File: config.mk
export PLATFORM = sky130hd
export DESIGN_NAME = gal_olmc_cfg_ctrl
export DESIGN_NICKNAME = d
export VERILOG_FILES = /design/src/rtl/gal_olmc_cfg_ctrl.sv
export SDC_FILE = /design/constraint.sdc
export NUM_CORES = 1
export LEC_CHECK = 0
export CAP_MARGIN = 20
export CORE_MARGIN = 10
export CORE_UTILIZATION = 45
export CTS_CLUSTER_SIZE = 8
export DETAILED_ROUTE_END_ITERATION = 8
export HOLD_SLACK_MARGIN = 0.06
export PLACE_DENSITY = 0.72
export SLEW_MARGIN = 20
export SYNTH_ARGS = -nofsm -noshare
export SYNTH_HDL_FRONTEND = slang
export SYNTH_SLANG_ARGS = --single-unit
File: constraint.sdc
create_clock -name C -period 4.7 [get_ports C]
set_input_delay 1.175 -clock C [delete_from_list [all_inputs] [get_ports C]]
set_output_delay 1.175 -clock C [all_outputs]
set_load 0.02 [all_outputs]
File: src/rtl/gal_olmc_cfg_ctrl.sv
// rtl/gal_olmc_cfg_ctrl.sv - serial configuration frame loader for GAL OLMC mode bits
module gal_olmc_cfg_ctrl #(
    parameter int          N_OLMC = 8,
    parameter logic [7:0]  HEADER = 8'hA5
) (
    input  logic              C,
    input  logic              R,
    input  logic              START,
    input  logic              SDI,
    input  logic              SDV,
    output logic [N_OLMC-1:0] CFG_REG,
    output logic [N_OLMC-1:0] CFG_INV,
    output logic [N_OLMC-1:0] CFG_OE,
    output logic              BUSY,
    output logic              DONE,
    output logic              ERR
);

    localparam int NB = 3 * N_OLMC;
    localparam int CW = ($clog2(NB) < 3) ? 3 : $clog2(NB);

    typedef enum logic [2:0] {
        S_IDLE,
        S_HDR,
        S_DATA,
        S_PAR,
        S_COMMIT,
        S_FAIL
    } state_t;

    state_t            state, state_n;
    logic [CW-1:0]     cnt, cnt_n;
    logic [7:0]        hdr, hdr_n;
    logic [NB-1:0]     shadow, shadow_n;
    logic              cfg_load;
    logic [N_OLMC-1:0] reg_n, inv_n, oe_n;

    // Next-state logic; START always restarts the frame and wins over any bit in the same cycle
    always_comb begin
        state_n  = state;
        cnt_n    = cnt;
        hdr_n    = hdr;
        shadow_n = shadow;
        cfg_load = 1'b0;
        case (state)
            S_IDLE: ;
            S_HDR: begin
                if (SDV) begin
                    hdr_n = {hdr[6:0], SDI};
                    if (cnt == CW'(7)) begin
                        cnt_n   = '0;
                        state_n = (hdr_n == HEADER) ? S_DATA : S_FAIL;
                    end else begin
                        cnt_n = cnt + CW'(1);
                    end
                end
            end
            S_DATA: begin
                if (SDV) begin
                    // First received bit ends up in shadow[0] after the last shift
                    shadow_n = {SDI, shadow[NB-1:1]};
                    if (cnt == CW'(NB - 1)) begin
                        cnt_n   = '0;
                        state_n = S_PAR;
                    end else begin
                        cnt_n = cnt + CW'(1);
                    end
                end
            end
            S_PAR: begin
                if (SDV) begin
                    if (((^shadow) ^ SDI) == 1'b0) begin
                        state_n  = S_COMMIT;
                        cfg_load = 1'b1;
                    end else begin
                        state_n = S_FAIL;
                    end
                end
            end
            S_COMMIT: state_n = S_IDLE;
            S_FAIL:   state_n = S_IDLE;
            default:  state_n = S_IDLE;
        endcase
        if (START) begin
            state_n  = S_HDR;
            cnt_n    = '0;
            hdr_n    = '0;
            shadow_n = '0;
            cfg_load = 1'b0;
        end
    end

    // Split the shadow into per-OLMC fields: each OLMC occupies REG, INV, OE in arrival order
    always_comb begin
        reg_n = '0;
        inv_n = '0;
        oe_n  = '0;
        for (int i = 0; i < N_OLMC; i++) begin
            reg_n[i] = shadow[3*i];
            inv_n[i] = shadow[3*i+1];
            oe_n[i]  = shadow[3*i+2];
        end
    end

    // State, datapath and registered outputs; status flags are registered from the next state
    always_ff @(posedge C) begin
        if (R) begin
            state   <= S_IDLE;
            cnt     <= '0;
            hdr     <= '0;
            shadow  <= '0;
            CFG_REG <= '0;
            CFG_INV <= '0;
            CFG_OE  <= '0;
            BUSY    <= 1'b0;
            DONE    <= 1'b0;
            ERR     <= 1'b0;
        end else begin
            state  <= state_n;
            cnt    <= cnt_n;
            hdr    <= hdr_n;
            shadow <= shadow_n;
            if (cfg_load) begin
                CFG_REG <= reg_n;
                CFG_INV <= inv_n;
                CFG_OE  <= oe_n;
            end
            BUSY <= (state_n == S_HDR) || (state_n == S_DATA) || (state_n == S_PAR);
            DONE <= (state_n == S_COMMIT);
            ERR  <= (state_n == S_FAIL);
        end
    end

endmodule

; ---- After elaboration in Yosys (flattened, before gate mapping)
; Index checks and enable logic that the tools add are counted.
[op_classes]
muxes = 18
eq_ne = 13
n_reduce_logical = 9
n_bitwise = 1
add_sub_neg = 1
[ops]
columns = op, n
row1 = 24-bit parity, 1
row2 = 3-bit 2-to-1 mux, 7
row3 = 5-bit 2-to-1 mux, 4
row4 = "3-bit by 2-bit equality test with 1-bit output, second input constant", 4
row5 = 3-bit case mux with 4 select lines, 1
row6 = 5-bit case mux with 2 select lines, 1
row7 = "8-bit equality test, second input constant", 1
row8 = "3-bit by 1-bit equality test with 1-bit output, second input constant", 2
row9 = "3-bit equality test, second input constant", 2
row10 = "5-bit by 1-bit adder with 5-bit output, second input constant", 1
row11 = "5-bit by 3-bit equality test with 1-bit output, second input constant", 1
row12 = "5-bit equality test, second input constant", 1
row13 = 1-bit 2-to-1 mux, 5
row14 = "2-bit != test, second input constant", 2
row15 = 2-bit AND reduction, 2
row16 = 3-bit logical NOT, 1
row17 = 3-bit AND reduction, 1
row18 = 1-bit logical OR, 2
row19 = 2-bit nonzero test, 1
row20 = 2-bit OR reduction, 1
row21 = 1-bit bitwise XOR, 1
[word_totals]
out_inout_bits = 27
inputBits = 5
regBits = 66
wordCells = 52

; ---- Depth between registers and ports, before layout
[depth]
word_depth = 9
ltp_mapped = 8

; ---- Worst setup path before layout
; Ideal clock, no wire load.
[synth_path]
kind = input to register
start = input port SDI
end = register CFG_INV[0]
cell_stages = 7
path_buffers = 2
arrival_ns = 2.662
setup_slack_ns = 1.967
setup_ns = 0.072
cell_sequence = xnor2_1 > xnor3_1 > xnor3_1 > nor4b_2 > buf_4 > buf_12 > mux2i_1
[synth_via]
elab_chain_len = 5
[synth_lines]
columns = element, line
row1 = "start, declared", 9  ; input logic SDI,
row2 = 1-bit bitwise XOR, 72  ; if (((^shadow) ^ SDI) == 1'b0) begin
row3 = 1-bit 2-to-1 mux, 72
row4 = 1-bit 2-to-1 mux, 71  ; if (SDV) begin
row5 = 1-bit 2-to-1 mux, 45  ; case (state)
row6 = 1-bit 2-to-1 mux, 84  ; if (START) begin
row7 = "end signal, assigned", 125  ; CFG_INV <= inv_n;
row8 = "end, declared", 12  ; output logic [N_OLMC-1:0] CFG_INV,
; Every way passes these cells.
; A chain may end at the register's enable or synchronous reset.

; ---- Worst setup path in the final report
[layout_path]
start = input port SDI
end = register CFG_REG[3]
[layout_via]
elab_chain_len = 5
[layout_lines]
columns = element, line
row1 = 1-bit bitwise XOR, 72
row2 = 1-bit 2-to-1 mux, 72
row3 = 1-bit 2-to-1 mux, 71
row4 = 1-bit 2-to-1 mux, 45
row5 = 1-bit 2-to-1 mux, 84
row6 = "end signal, assigned", 124  ; CFG_REG <= reg_n;
row7 = "end, declared", 11  ; output logic [N_OLMC-1:0] CFG_REG,
; Every way passes these cells.

==> flow_summary.json <==
{
  "synth_top_cell_by_area": "dfxtp_1",
  "min_period_ps": 3170,
  "clk_pin_slew_ps": 60,
  "drt-initial-drc-count": 98,
  "synthTopCellsByCount": "105 x nand2_1, 66 x dfxtp_1, 32 x mux2i_1",
  "critPathLaunchType": "primary input",
  "placed_cell_area_mm2": 0.00314,
  "p_per_area_mw_per_mm2": 314,
  "design_area_mm2": 0.00332,
  "synth-compound-area-share": 0.0670,
  "overflow": 0,
  "clock-sinks": 66,
  "fmax_mhz": 315,
  "critical_path_class": "in2reg",
  "status": "finished clean",
  "die_h_um": 99.2,
  "cpPeakStageDelay_ps": 540,
  "vdd_drop_max_mv": 0.183,
  "cts_resized": 0,
  "synth_top_cells_by_area": "dfxtp_1 47%, nand2_1 14%, mux2i_1 11%",
  "syn_area_per_cell_um2": 8.73,
  "cp-end-kind": "register",
  "yosys_warnings": 0,
  "grt_pass1_wl_mm": 9.58,
  "rsz0062_at_grt": "no",
  "synth_xor_area_frac": 0.0936,
  "insertion_delay_ps": 330,
  "timing.rr.start": "shadow[10]",
  "wl_per_cell_um": 13.0,
  "cp.arrival_ps": 3430,
  "rrSetupSlack_ps": 2100,
  "reg2regPathDepth": 7,
  "setup_tns_ps": 0,
  "grt_max_degree": 50,
  "setup_viol": 0,
  "first_pass_iters": 4,
  "ys_async_sr_fraction": 0,
  "hold_end": "CFG_REG[5]",
  "nets": 353,
  "routed_wl_mm": 5.57,
  "p_leak_nw": 1.07,
  "synth_seq_cells": 66,
  "dieArea_mm2": 0.00983,
  "antenna_found_initial": 0,
  "viasPerCell": 5.00,
  "relSlewSlack": 0.431,
  "fp-row-count": 28,
  "yosysMostFrequentCell": "nand2_1",
  "area_growth_pct": 17.8,
  "crit_slowest_cell": "clkdlybuf4s50_1",
  "cp_common_cell": "xnor3_1",
  "initial_core_util": 0.471,
  "max_cap_viol_count": 0,
  "r2r_end": "CFG_REG[3]",
  "post_cts.repair.setup_buffers": 0,
  "timing.final.crit_share": 0.675,
  "skew_ps": 9.53,
  "cts_buffer_depth": 2,
  "syn_inst": 323,
  "antenna_left": 0,
  "tightest_slew_ps": 853,
  "htree_levels": 3,
  "ioPinCount": 32,
  "path_cells": "clkdlybuf4s50_1 -> xnor2_1 -> xnor3_1 -> xnor3_1 -> nor4b_4 -> buf_4 -> mux2i_1",
  "cp.required_ps": 4960,
  "core_mm2": 0.00599,
  "cts_root_buf": "clkbuf_8",
  "port_buffers": 31,
  "synthSimpleGateAreaFrac": 0.211,
  "report.final.slew_viol_count": 0,
  "die_x_um": 99.2,
  "cts_tree": "yes",
  "dr_total_vias": 2133,
  "track_usage": 0.117,
  "post-dp-hpwl_mm": 3.76,
  "synth_ff_type": "dfxtp_1",
  "ys_seq_area_frac": 0.469,
  "synth_area_mm2": 0.00282,
  "hold_class": "reg2reg",
  "synth_edf_count": 0,
  "drive_above_1_share": 0.0568,
  "hp-start": "CFG_REG[5]",
  "synthAdderAreaFrac": 0.00444,
  "drcViolationCount": 0,
  "ys_types": 32,
  "muxShareOfSynthArea": 0.114,
  "synth_top_area_share": 0.469,
  "grt_pass1_vias": 2088,
  "synth_top_family_by_area": "simple AND/OR/NAND/NOR gates",
  "crit_fanout": 24,
  "cts_made_buffers": 9,
  "syn-num-nets": 329,
  "hold_violations": 0,
  "ctsHoldBuffers": 0,
  "antennaDiodeCount": 0,
  "globalplace.congestion": 0.779,
  "min_path_cells": 2
}
==> layout by cell type (no fill, tap or decap), drive strengths merged, types with 3 or more instances in the layout <==
cell	count
nand2	105
nor2	19
a21oi	25
o21ai	3
clkdlybuf4s50	31
xor2	6
clkbuf	11
mux2i	32
dfxtp	66
xnor2	19
==> final cells by class <==
cell class                      instances  area (um2)
Inverter                                2        7.51
Clock inverter                          5        55.1
Fill cell                             547        2670
Multi-Input combinational cell        235        1390
Timing Repair Buffer                   33         325
Clock buffer                           11         131
Tap cell                               75        93.8
Sequential cell                        66        1320
==> worst max-delay path by stage <==
stage               startpoint    endpoint
finish                     SDI  CFG_REG[3]
global route               SDI  CFG_INV[4]
CTS                        SDI   CFG_OE[2]
detailed placement         SDI   CFG_OE[2]
global placement           SDI  CFG_REG[3]
floorplan                  SDI  CFG_INV[0]
==> worst max-delay path, delay by kind of cell <==
family                 cells  cell delay, ps
XOR/XNOR                   3             780
AND/OR/NAND/NOR            1             260
multiplexers               1             240
buffers and inverters      2             940
==> sequential cells by signal (all words and copies together), names as in the netlist <==
register / cells
DONE: 1
CFG_REG: 8
cnt: 5
shadow: 24
ERR: 1
CFG_INV: 8
BUSY: 1
hdr: 7
state: 3
CFG_OE: 8
==> per-layer routing <==
metal	vias up	track usage	part of all wire
met4	0	0.0353	0.011
met5	-	0	0
met3	7	0.0519	0.057
met1	993	0.137	0.48
li1	1103	-	-
met2	30	0.187	0.45
==> per-stage QoR <==
stage                      util  hold WS, ps  power [W]  worst slack, ps  std cells
final                     0.555          456    0.00104             1530        427
after global routing      0.555          482    0.00108             1420        427
after CTS                 0.555          462    0.00106             1510        427
after detailed placement  0.524          446   0.000608             1160        411
after global placement    0.524          443   0.000608             1230        411
after floorplan               -          436   0.000597             1970        323
==> power breakdown <==
group	leakage [nW]	total [W]	internal, W	switching (W)
sequential	0.532	0.000563	0.000561	0.00000185
combinational	0.449	0.0000324	0.0000115	0.0000209
clock	0.0893	0.000450	0.000243	0.000206
total	1.07	0.00104	0.000816	0.000229
==> kinds of logic after synthesis <==
logic type,count (synthesis)
compound gates,34
fa+ha+maj,1
mux,32
flops,66
simple gates,141
xor+xnor,27
buf+inv,22
Note: power is estimated with default switching activity, not from simulation.
